[src/rtl/uart_rx_core.sv]
// uart_rx_core: oversampling UART receiver with a valid/ready holding register.
// Define UART_RX_PARITY_EN to receive one parity bit per frame and report parity_err.
module uart_rx_core #(
  parameter int OVERSAMPLE = 16,
  parameter int DIV_W      = 16
) (
  input  logic             clk,
  input  logic             rst,
  input  logic             RxD,
  input  logic [DIV_W-1:0] baud_div,
  input  logic             data_bits_8,
  input  logic             parity_odd,
  output logic [7:0]       rx_data,
  output logic             rx_valid,
  input  logic             rx_ready,
  output logic             frame_err,
  output logic             parity_err,
  output logic             overrun
);
  localparam int PW = $clog2(OVERSAMPLE);
`ifdef UART_RX_PARITY_EN
  typedef enum logic [2:0] {IDLE, START, DATA, STOP, WAIT_IDLE, PARITY} state_t;
`else
  typedef enum logic [2:0] {IDLE, START, DATA, STOP, WAIT_IDLE} state_t;
`endif
  state_t           state_q;
  logic [1:0]       sync_q;
  logic [DIV_W-1:0] div_q, cnt_q;
  logic [PW-1:0]    phase_q;
  logic [2:0]       bit_q;
  logic [7:0]       sh_q, data_q, word;
  logic             bits8_q, pend_q, valid_q, ferr_q, perr_q, ovr_q;
  logic             rxd, tick, half, full, accept, load;
`ifdef UART_RX_PARITY_EN
  logic             odd_q;
`endif
  assign rxd    = sync_q[1];
  assign tick   = cnt_q == div_q;
  assign half   = tick && phase_q == PW'(OVERSAMPLE/2 - 1);
  assign full   = tick && phase_q == PW'(OVERSAMPLE - 1);
  assign accept = valid_q && rx_ready;
  assign load   = state_q == STOP && full;
  // In 7-bit mode the character has only shifted down to bit 1.
  assign word   = bits8_q ? sh_q : {1'b0, sh_q[7:1]};
  always_ff @(posedge clk or posedge rst) begin
    if (rst) begin
      state_q <= IDLE;
      sync_q  <= 2'b11;
      div_q   <= '0;
      cnt_q   <= '0;
      phase_q <= '0;
      bit_q   <= '0;
      sh_q    <= '0;
      data_q  <= '0;
      bits8_q <= 1'b1;
      pend_q  <= 1'b0;
      valid_q <= 1'b0;
      ferr_q  <= 1'b0;
      perr_q  <= 1'b0;
      ovr_q   <= 1'b0;
`ifdef UART_RX_PARITY_EN
      odd_q   <= 1'b0;
`endif
    end else begin
      sync_q <= {sync_q[0], RxD};
      cnt_q  <= tick ? '0 : cnt_q + DIV_W'(1);
      if (tick) phase_q <= full ? '0 : phase_q + PW'(1);
      if (accept) begin
        valid_q <= 1'b0;
        ovr_q   <= 1'b0;
      end
      if (load) begin
        if (valid_q && !accept) ovr_q <= 1'b1;
        else begin
          valid_q <= 1'b1;
          data_q  <= word;
          ferr_q  <= !rxd;
          perr_q  <= pend_q;
        end
      end
      case (state_q)
        IDLE: if (!rxd) begin
          cnt_q   <= '0;
          phase_q <= '0;
          bit_q   <= '0;
          pend_q  <= 1'b0;
          div_q   <= baud_div;
          bits8_q <= data_bits_8;
`ifdef UART_RX_PARITY_EN
          odd_q   <= parity_odd;
`endif
          state_q <= START;
        end
        START: if (half) begin
          phase_q <= '0;
          state_q <= rxd ? IDLE : DATA;
        end
        DATA: if (full) begin
          sh_q  <= {rxd, sh_q[7:1]};
          bit_q <= bit_q + 3'd1;
`ifdef UART_RX_PARITY_EN
          if (bit_q == (bits8_q ? 3'd7 : 3'd6)) state_q <= PARITY;
`else
          if (bit_q == (bits8_q ? 3'd7 : 3'd6)) state_q <= STOP;
`endif
        end
`ifdef UART_RX_PARITY_EN
        PARITY: if (full) begin
          pend_q  <= rxd != (^word ^ odd_q);
          state_q <= STOP;
        end
`endif
        STOP: if (full) state_q <= rxd ? IDLE : WAIT_IDLE;
        WAIT_IDLE: if (rxd) state_q <= IDLE;
        default: state_q <= IDLE;
      endcase
    end
  end
  assign rx_data   = data_q;
  assign rx_valid  = valid_q;
  assign frame_err = ferr_q;
  assign overrun   = ovr_q;
`ifdef UART_RX_PARITY_EN
  assign parity_err = perr_q;
`else
  logic unused_parity;
  assign unused_parity = ^{parity_odd, perr_q};
  assign parity_err    = 1'b0;
`endif
endmodule

[config.mk]
export PLATFORM = sky130hd
export DESIGN_NAME = uart_rx_core
export DESIGN_NICKNAME = d
export VERILOG_FILES = /design/src/rtl/uart_rx_core.sv
export SDC_FILE = /design/constraint.sdc
export NUM_CORES = 1
export LEC_CHECK = 0
export CORE_MARGIN = 4
export CORE_UTILIZATION = 33
export DETAILED_ROUTE_END_ITERATION = 8
export PLACE_DENSITY = 0.63
export SYNTH_ARGS = -nofsm -noshare
export SYNTH_HDL_FRONTEND = slang
export SYNTH_SLANG_ARGS = --single-unit
[constraint.sdc]
create_clock -name clk -period 5.4 [get_ports clk]
set_input_delay 1.62 -clock clk [delete_from_list [all_inputs] [get_ports clk]]
set_output_delay 1.62 -clock clk [all_outputs]
set_load 0.01 [all_outputs]
### After elaboration in Yosys (flattened, before gate mapping)

Index checks and enable logic that the tools add are counted.

* input bits: 22
* output and inout port bits: 12
* memory bits (writable): 0
* register bits after elaboration: 64
* latch bits: 0
* bits in read-only memories: 0
* word-level logic and storage cells: 73
* memories: 0

* divide/modulo/power cells: 0
* equal/unequal tests: 14
* shift operators: 0
* muxes and demuxes: 28
* add/subtract/negate cells: 3
* reduce and logical (&&, ||, !) cells: 14
* magnitude comparators: 0
* bitwise logic cells: 2
* $mul: 0

Operators with widths (count)
* 16-bit two-way mux: 3
* 3-bit two-way mux: 9
* 16-bit by 1-bit adder with 16-bit output, second input constant: 1
* 16-bit == test: 1
* 4-bit two-way mux: 4
* 3-bit one-hot mux with 5 select lines: 1
* 2-bit != test, second input constant: 6
* 8-bit two-way mux: 1
* 4-bit one-hot mux with 2 select lines: 1
* 1-bit two-way mux: 7
* 3-bit by 2-bit == test with 1-bit output, second input constant: 2
* 3-bit one-hot mux with 2 select lines: 1
* 2-bit AND reduction: 3
* 6-bit AND reduction: 1
* 1-bit logical AND: 5
* 4-bit by 1-bit adder with 4-bit output, second input constant: 1
* 4-bit by 3-bit == test with 1-bit output, second input constant: 1
* 4-bit == test, second input constant: 1
* 3-bit by 1-bit adder with 3-bit output, second input constant: 1
* 3-bit by 1-bit == test with 1-bit output, second input constant: 1
* 3-bit == test: 1
* 3-bit == test, second input constant: 1
* 3-bit logical NOT: 1
* 3-bit AND reduction: 1
* other kinds (4): 6

### Longest topological paths before layout

Gate-level depths: netlist of run 1.

* depth after elaboration: 6
* mapped depth: 6
* gate-level depth less buffers: 5

### Worst setup path after synthesis of run 1

Ideal clock, no wire load.

* kind: input port to flip-flop
* start: input rx_ready
* end: register ferr_q, in the netlist frame_err
* data arrival time: 2290 ps
* cell stages on the path: 3
* slack: 2986 ps
* required time: 5275 ps
* path buffers: 0
* library setup time: 125 ps
* path through: nand2b_1 -> nand4_4 -> mux2_2

* cells in the longest elaborated chain, start to end: 5

Ends and longest elaborated chain
* from (decl): RTL line 15 `input logic rx_ready,`
* 1-bit logical AND: RTL line 41 `assign accept = valid_q && rx_ready;`
* 1-bit logical NOT: RTL line 73 `if (valid_q && !accept) ovr_q <= 1'b1;`
* 1-bit logical AND: RTL line 73
* 1-bit inverter (no line)
* 2-bit AND reduction (no line)
* to (signal assigned): RTL line 77 `ferr_q <= !rxd;`
* to (decl): RTL line 32 `logic bits8_q, pend_q, valid_q, ferr_q, perr_q, ovr_q;`

No other way between the ends.
A chain may end at the register's enable or synchronous reset.

### Worst setup path in the final report of run 1

* start: register valid_q, in the netlist rx_valid
* end: output rx_valid

RTL lines
* from (decl): RTL line 32
* from (signal assigned): RTL line 57 `valid_q <= 1'b0;`
* from (signal assigned): RTL line 69 `valid_q <= 1'b0;`
* from (signal assigned): RTL line 75 `valid_q <= 1'b1;`
* to (decl): RTL line 14 `output logic rx_valid,`

No word-level cell between the ends.

==> results of run 1 <==
## per-stage QoR
stage / setup WS (ns) / instance area, um2 / power (mW)
2_1_floorplan: 2.187 / 3064 / 0.5747
3_3_place_gp: 2.371 / 3481 / 0.6038
3_5_place_dp: 2.358 / 3481 / 0.6064
4_1_cts: 2.482 / 3701 / 1.067
5_1_grt: 2.440 / 3701 / 1.104
6_report: 2.498 / 3701 / 1.055
## layer usage
metal,up-vias,routed length (um),share of wire (%)
met1,1069,2798,45
met2,44,3097,50
li1,1053,-,-
met3,7,202,3.3
met5,-,0,0
met4,0,68,1.1
## layout make-up
cell class	count	area, um2	share of cell area (%)
flip-flops and latches	64	1605	43.37
repair buffers	33	325.3	8.790
inverters	8	30.03	0.8114
clock buffers	12	155.1	4.192
well taps	108	135.1	3.651
multi-input cells	216	1385	37.42
clock inverters	3	65.06	1.758
## registers in the layout, indices dropped and copies added, names as in the netlist
name	flops
cnt_q	16
div_q	16
rx_data	8
sh_q	8
phase_q	4
bit_q	3
state_q	3
sync_q	2
bits8_q	1
frame_err	1
overrun	1
rx_valid	1
## kinds of logic after synthesis
logic type / count (synthesis)
buffers and inverters: 19
other: 1
adders and majority gates: 3
xor gates and xnor gates: 32
and+or+nand+nor: 137
AOI/OAI and AO/OA: 17
muxes: 26
DFF: 64
## worst min-delay path by stage
stage | depth (start not counted) | from | endpoint
global placement | 0 | sync_q[0] | sync_q[1]
CTS | 0 | sync_q[0] | sync_q[1]
floorplan | 0 | sync_q[0] | sync_q[1]
finish | 0 | sync_q[0] | sync_q[1]
detailed placement | 0 | sync_q[0] | sync_q[1]
global route | 0 | sync_q[0] | sync_q[1]
## cells in the final DEF (no fill, tap or decap), types with 2 or more instances in the layout
cell,netlist,final
bufinv_16,0,2
mux2i_1,3,3
nor3_1,3,3
buf_4,2,2
ha_1,3,3
nor4_2,3,4
clkdlybuf4s50_1,0,31
o31ai_1,2,2
o21ai_0,4,4
a21oi_1,7,7
a41oi_1,2,2
nand3_1,8,8
nor2_1,30,30
and4_2,2,2
nand2_1,69,69
nand4_1,3,3
xnor2_1,10,10
clkbuf_8,0,11
xor2_1,22,22
dfstp_2,3,3
nor2b_1,3,3
mux2_2,23,23
nand2b_1,4,4
and2_1,2,2
inv_1,8,7
dfrtp_1,61,61
## power breakdown
part / internal (mW) / switching, mW / total [mW] / leakage, nW
logic: 0.0347 / 0.0340 / 0.0687 / 0.785
clock network: 0.282 / 0.177 / 0.459 / 0.112
registers: 0.501 / 0.0260 / 0.527 / 0.828
==> impl_metrics.yaml, run 1 <==
clock_network:
  clock-sinks: 64
  insertion_delay_ns: 0.33
  cts_tree: "built"
  clk_pin_slew_ns: 0.06
  ctsRootBufferMaster: "clkbuf_8"
  numCtsBuffers: 9
  cts_hold_buf: 0
  htreeDepth: 3
  post_cts_buffers: 0
  clk_path_buf_depth: 2
  post_cts_resized: 0
critical_path:
  max_stage_delay_ns: 0.56
  crit_start: "rx_valid"
  crit_arrival_ns: 1.28
  setup.worst_path.end_class: "output port"
  worstPathRequired_ns: 3.78
  endpoint: "rx_valid"
  start_kind: "flip-flop"
  rr_worst_depth: 5
  worst_r2r_endpoint: "frame_err"
  crit_type: "flip-flop to output port"
  worstPathCellList: "clkdlybuf4s50_1"
  reg2reg_slack_ns: 3.20
  reg2reg_from: "div_q[1]"
  crit_path_top_delay_cell: "clkdlybuf4s50_1"
  cp_max_fo: 4
  critPathBufInv: 1
  worst-path-stages: 1
  crit_family: "buffers and inverters"
routing:
  via_count: 2173
  wl_per_cell_um: 13.89
  via_per_inst: 4.894
  wirelength_um: 6165
  drtIter0Drc: 89
  route.detailed.drc: 0
  ant_nets: 0
  dr.pass1.iters: 4
power_and_ir_drop:
  p_per_area_nw_per_um2: 284.9
  ir_worst_vdd_v: 0.0001435
  p_leak_nw: 1.726
global_routing:
  grt_pass1_wl_um: 10740
  grt_pass1_vias: 2255
  gr-usage-met1_pct: 15.54
  grt_max_degree: 37
  grtUsageMet2_pct: 19.83
  top_usage_layer: "met2"
  antenna_found_initial: 0
  global_route.usage.met3_pct: 2.731
  grtUsageTotal_pct: 12.02
  grt-ovfl-total: 0
synth:
  yosys_register_bits: 64
  synth_most_common_cell: "nand2_1"
  synth_top_family_by_area: "simple AND/OR/NAND/NOR gates"
  synth_flop_cell: "dfrtp_1"
  synth_edf_count: 0
  netlist_area_um2: 3064
  synth_xor_area_share_pct: 9.147
  syn_nets: 324
  yosysWarnings: 0
  yosys.area.top_type_share_pct: 49.82
  async_flop_share_pct: 100.0
  synth.avg_cell_area_um2: 10.25
  synth_compound_area_share_pct: 3.471
  synthAdderAreaFrac_pct: 1.225
  synth.area.top_cells: "dfrtp_1 50%, mux2_2 8.5%, nand2_1 8.5%, xor2_1 6.3%, nor2_1 3.7%"
  syn_inst: 299
  yosysSeqAreaShare_pct: 52.39
  yosys.area_share.simple_pct: 21.60
  synth_area_leader_cell: "dfrtp_1"
  synth.distinct_cells: 38
  synth_common_cells: "69 x nand2_1, 61 x dfrtp_1, 30 x nor2_1, 23 x mux2_2, 22 x xor2_1"
  synthMuxAreaShare_pct: 9.432
floorplanning:
  die_y_um: 104.4
  initial_utilization_pct: 34.46
  std_cell_rows: 34
  core_um2: 8891
  die-width_um: 104.4
  dieArea_um2: 10890
  boundaryPins: 34
timing:
  fin_hold_ws_ns: 0.3588
  min_period_over_period_pct: 53.75
  finalMaxSlewViolations: 0
  tns_ns: 0
  finalCriticalPeriod_ns: 2.902
  grt_setup_unrepaired: "no"
  setup_viol: 0
  fmax_mhz: 344.5
  clock_skew_ns: 0.005868
  max_slew.worst_pin.slew_ns: 1.149
  slew_headroom_pct: 22.77
  hold_viol_final: 0
outcome:
  status: "finished, final reports clean"
worst_hold_path:
  hp-class: "flip-flop to flip-flop"
place:
  port_buffers: 31
  dp.cells: 429
  dp_hpwl_um: 4358
  finalWeightedCongestion: 0.7403
layout:
  layout-drive-gt1-share_pct: 16.07
  area_delta_synth_final_pct: 20.78
  nFillCells: 807
  final_util_pct: 41.63
  nets: 357
  diodes: 0
  finalNonFillerCells: 444
job:
  cap_violations: 0
Power figures use the tool's default switching activity.
==> run 2: changes to the inputs <==
--- a/config.mk
+++ b/config.mk
@@ -8,7 +8,7 @@
 export CORE_MARGIN = 4
 export CORE_UTILIZATION = 33
 export DETAILED_ROUTE_END_ITERATION = 8
-export PLACE_DENSITY = 0.63
+export PLACE_DENSITY = 0.64
 export SYNTH_ARGS = -nofsm -noshare
 export SYNTH_HDL_FRONTEND = slang
 export SYNTH_SLANG_ARGS = --single-unit
==> constraint.sdc (replaced) <==
create_clock -name clk -period 2.65 [get_ports clk]
set_input_delay 0.795 -clock clk [delete_from_list [all_inputs] [get_ports clk]]
set_output_delay 0.795 -clock clk [all_outputs]
set_load 0.01 [all_outputs]
==> run 2 against run 1 <==
Compared with the run above:
- combinational power rose by 110%
- flip-flop and latch count did not move
- clock skew rose by 0.0034 ns
- critical path depth rose by 4
- sequential share of layout area barely moved
- routed wire length fell by 2.5%
- global-route usage barely moved
- die area did not move
- first-iteration DRC count fell by 6.7%
- register-to-register slack got worse by 2.7 ns
- largest power group unchanged
==> impl_metrics.yaml, run 2 (synthesis results as in run 1) <==
outcome:
  status: "finished, final reports clean"
floorplanning:
  core_um2: 8891
  boundaryPins: 34
  die-width_um: 104.4
  std_cell_rows: 34
  dieArea_um2: 10890
  initial_utilization_pct: 34.46
  die_y_um: 104.4
timing:
  fmax_mhz: 459.1
  clock_skew_ns: 0.009224
  tns_ns: 0
  slew_headroom_pct: 64.81
  min_period_over_period_pct: 82.20
  max_slew.worst_pin.slew_ns: 0.5265
  hold_viol_final: 0
  fin_ws_ns: 0.4718
  finalCriticalPeriod_ns: 2.178
  finalMaxSlewViolations: 0
  setup_viol: 0
  grt_setup_unrepaired: "no"
global_routing:
  gr-usage-met1_pct: 15.74
  antenna_found_initial: 0
  grtUsageMet2_pct: 18.96
  grt_pass1_vias: 2258
  grtUsageTotal_pct: 11.99
  grt-ovfl-total: 0
  grt_max_degree: 65
  global_route.usage.met3_pct: 3.228
  grt_pass1_wl_um: 10700
  top_usage_layer: "met2"
power_and_ir_drop:
  p_per_area_nw_per_um2: 549.1
  p_leak_nw: 1.723
  totalPowerFinal_mw: 2.034
  ir_worst_vdd_v: 0.0002673
clock_network:
  cts_tree: "built"
  numCtsBuffers: 9
  htreeDepth: 3
  post_cts_buffers: 0
  insertion_delay_ns: 0.34
  ctsRootBufferMaster: "clkbuf_8"
  cts_hold_buf: 0
  clk_path_buf_depth: 2
  post_cts_resized: 0
  clock-sinks: 64
  clk_pin_slew_ns: 0.07
worst_hold_path:
  hold-path-cell-count: 0
  hp-class: "flip-flop to flip-flop"
layout:
  layout-drive-gt1-share_pct: 17.11
  top_regs: "cnt_q: 16 flops, div_q: 16 flops"
  area_delta_synth_final_pct: 20.91
  diodes: 0
  layout_commonest_cell: "nand2_1"
  nFillCells: 837
  finalNonFillerCells: 447
  layout_common_cells: "69 x nand2_1, 61 x dfrtp_1, 31 x clkdlybuf4s50_1"
  nets: 359
place:
  dp_hpwl_um: 4148
  finalWeightedCongestion: 0.7869
  place_ws_ns: 0.4721
  dp.cells: 431
  port_buffers: 31
routing:
  wirelength_um: 6009
  via_count: 2149
  route.detailed.drc: 0
  via_per_inst: 4.808
  wl_per_cell_um: 13.44
  drtIter0Drc: 83
  ant_nets: 0
  dr.pass1.iters: 4
critical_path:
  max_stage_delay_ns: 0.48
  crit_type: "flip-flop to flip-flop"
  setup.worst_path.end_class: "flip-flop"
  worstPathRequired_ns: 2.88
  crit_path_top_delay_cell: "and4_2"
  rr_worst_depth: 5
  crit_arrival_ns: 2.40
  cp_max_fo: 9
  start_kind: "flip-flop"
  worstPathCellList: "xor2_1 > nor4_1 > and4_2 > nand4_4 > mux2_2"
job:
  cap_violations: 0
[run 2: per-stage QoR]
stage	hold WS (ns)	area (um2)	util [%]
floorplan	0.3452	3064	-
global placement	0.3458	3508	39.46
detailed placement	0.3491	3508	39.46
CTS	0.3597	3705	41.67
global route	0.3656	3705	41.67
finish	0.3595	3705	41.67
[run 2: cell type report]
class	count	area (um2)	share of cell area (%)
repair buffers	35	352.8	9.524
clock inverters	7	72.57	1.959
flip-flops and latches	64	1605	43.33
clock buffers	9	123.9	3.343
multi-input cells	216	1385	37.39
well taps	108	135.1	3.647
inverters	8	30.03	0.8105
[run 2: worst paths after layout]
kind	from	to	slack, ns
max in group asynchronous	rst	sync_q[1]	1.48
min in group asynchronous	rst	sh_q[5]	0.84
hold reg to reg	sync_q[0]	sync_q[1]	0.36
hold / removal	sync_q[0]	sync_q[1]	0.36
setup reg to reg	cnt_q[11]	rx_data[3]	0.47
setup / recovery	cnt_q[11]	rx_data[3]	0.47
[run 2: report_power, final]
group | total [mW] | leakage, nW | internal [mW] | switching (mW)
registers | 1.07 | 0.828 | 1.02 | 0.0528
clock network | 0.818 | 0.0952 | 0.433 | 0.385
logic | 0.143 | 0.800 | 0.0731 | 0.0698
[run 2: metal layers]
layer  routed length (um)  up-vias
met5                    0        -
met4                   74        0
met3                  186        8
met2                 2940       31
met1                 2807     1055
li1                     -     1055
[run 2: worst max-delay path: cells and delay by family, from the launching register on]
family           cells  cell delay (ns)
XOR/XNOR             1             0.17
AND/OR/NAND/NOR      3             1.15
flip-flops           1             0.41
multiplexers         1             0.34
==> run 3: changes to the inputs <==
--- a/config.mk
+++ b/config.mk
@@ -8,7 +8,7 @@
 export CORE_MARGIN = 4
 export CORE_UTILIZATION = 33
 export DETAILED_ROUTE_END_ITERATION = 8
-export PLACE_DENSITY = 0.64
+export PLACE_DENSITY = 0.63
 export SYNTH_ARGS = -nofsm -noshare
 export SYNTH_HDL_FRONTEND = slang
 export SYNTH_SLANG_ARGS = --single-unit
==> constraint.sdc (replaced) <==
create_clock -name clk -period 2.28 [get_ports clk]
set_input_delay 0.684 -clock clk [delete_from_list [all_inputs] [get_ports clk]]
set_output_delay 0.684 -clock clk [all_outputs]
set_load 0.01 [all_outputs]
==> run 3 against run 2 <==
Compared with the run above:
- setup slack worse by 0.29 ns
- design area down 0.17%
- largest cell class unchanged
- largest power group unchanged
- non-clock buffer count up 4
- fmax up 3.8%
- cell count up 0.45%
- global-route usage down 0.10 points
==> impl_metrics.yaml, run 3 (synthesis results as in run 1) <==
critical_path:
  crit_type: "flip-flop to flip-flop"
  worstPathRequired_ns: 2.50
  setup.worst_path.end_class: "flip-flop"
  rr_worst_depth: 5
  reg2reg_slack_ns: 0.18
  worstPathCellList: "xor2_1 > nor4_1 > and4_2 > nand4_4 > mux2_2"
  worst_r2r_endpoint: "rx_data[1]"
  cp_max_fo: 9
  max_stage_delay_ns: 0.44
  crit_start: "cnt_q[11]"
  start_kind: "flip-flop"
  crit_arrival_ns: 2.32
  reg2reg_from: "cnt_q[11]"
  crit_path_top_delay_cell: "and4_2"
layout:
  diodes: 0
  area_delta_synth_final_pct: 20.70
  nFillCells: 848
  layout_common_cells: "69 x nand2_1, 61 x dfrtp_1, 31 x clkdlybuf4s50_1"
  multiInputGateArea_um2: 1385
  top_regs: "cnt_q: 16 flops, div_q: 16 flops"
  ff_latch_area_um2: 1605
  nets: 363
  finalNonFillerCells: 449
  layout_commonest_cell: "nand2_1"
  layout-drive-gt1-share_pct: 17.60
power_and_ir_drop:
  p_leak_nw: 1.732
  ir_worst_vdd_v: 0.0003129
  p_per_area_nw_per_um2: 601.3
place:
  finalWeightedCongestion: 0.7712
  dp_hpwl_um: 4356
  dp.cells: 435
  port_buffers: 31
global_routing:
  grt_pass1_wl_um: 10540
  grt_max_degree: 33
  antenna_found_initial: 0
  grtUsageTotal_pct: 11.89
  grt_pass1_vias: 2237
  grt-ovfl-total: 0
timing:
  finalMaxSlewViolations: 0
  finalCriticalPeriod_ns: 2.098
  setup_viol: 0
  clock_skew_ns: 0.005591
  hold_viol_final: 0
  min_period_over_period_pct: 92.04
  fmax_mhz: 476.6
  grt_setup_unrepaired: "no"
  tns_ns: 0
worst_hold_path:
  hp-class: "flip-flop to flip-flop"
  hp-start: "sync_q[0]"
  holdPathEnd: "sync_q[1]"
  hold-path-cell-count: 0
floorplanning:
  boundaryPins: 34
  dieArea_um2: 10890
  std_cell_rows: 34
  die-width_um: 104.4
  die_y_um: 104.4
  initial_utilization_pct: 34.46
  core_um2: 8891
clock_network:
  clk_path_buf_depth: 2
  htreeDepth: 3
  post_cts_resized: 0
  cts_tree: "built"
  cts_hold_buf: 0
  post_cts_buffers: 0
  insertion_delay_ns: 0.33
  numCtsBuffers: 9
  clock-sinks: 64
  ctsRootBufferMaster: "clkbuf_8"
  clk_pin_slew_ns: 0.07
routing:
  route.detailed.drc: 0
  drtIter0Drc: 82
  dr.pass1.iters: 4
  via_per_inst: 4.793
  via_count: 2152
  ant_nets: 0
  wl_per_cell_um: 13.29
  wirelength_um: 5966
job:
  cap_violations: 0
outcome:
  status: "finished, final reports clean"
## run 3: per-layer routing
| metal | GRT usage, % | share of wire (%) | vias to the layer above |
|---|---|---|---|
| met5 | 0 | 0 | - |
| met4 | 5.318 | 1.4 | 0 |
| met3 | 2.421 | 3.5 | 8 |
| met2 | 19.19 | 49 | 34 |
| met1 | 15.37 | 46 | 1041 |
| li1 | - | - | 1069 |
## run 3: worst max-delay path, delay by kind of cell (launching register included)
kind,cells,cell delay (ns)
AND/OR/NAND/NOR,3,1.08
flip-flops,1,0.41
multiplexers,1,0.33
XOR/XNOR,1,0.16
## run 3: layout make-up
cell class / instances / share of cell area (%)
clock buffer: 10 / 3.721
clock inverter: 4 / 0.6089
inverter: 8 / 0.8119
multi-input combinational: 216 / 37.45
sequential: 64 / 43.40
tap: 108 / 3.654
timing repair buffer: 39 / 10.35
## run 3: how the worst max path moves through the flow
stage	to	cells past startpoint
final	rx_data[1]	5
after global routing	rx_data[1]	5
after CTS	rx_data[1]	5
after detailed placement	rx_data[6]	5
after global placement	rx_data[4]	5
after floorplan	bit_q[0]	1
## run 3: stage by stage
step / util, % / instance area (um2) / total power, mW / hold WS [ns] / setup WS, ns
6_report: 41.60 / 3699 / 2.224 / 0.3575 / 0.1816
5_1_grt: 41.60 / 3699 / 2.327 / 0.3692 / 0.04768
4_1_cts: 41.60 / 3699 / 2.260 / 0.3572 / 0.1549
3_5_place_dp: 39.80 / 3538 / 1.439 / 0.3476 / 0.1752
3_3_place_gp: 39.80 / 3538 / 1.433 / 0.3464 / 0.1997
2_1_floorplan: - / 3064 / 1.361 / 0.3452 / 0.002863
## run 3: report_power, final
| group | switching (mW) | internal [mW] | leakage, nW |
|---|---|---|---|
| registers | 0.0614 | 1.19 | 0.828 |
| logic | 0.0787 | 0.0859 | 0.819 |
| clock network | 0.406 | 0.405 | 0.0838 |
| total | 0.546 | 1.68 | 1.73 |
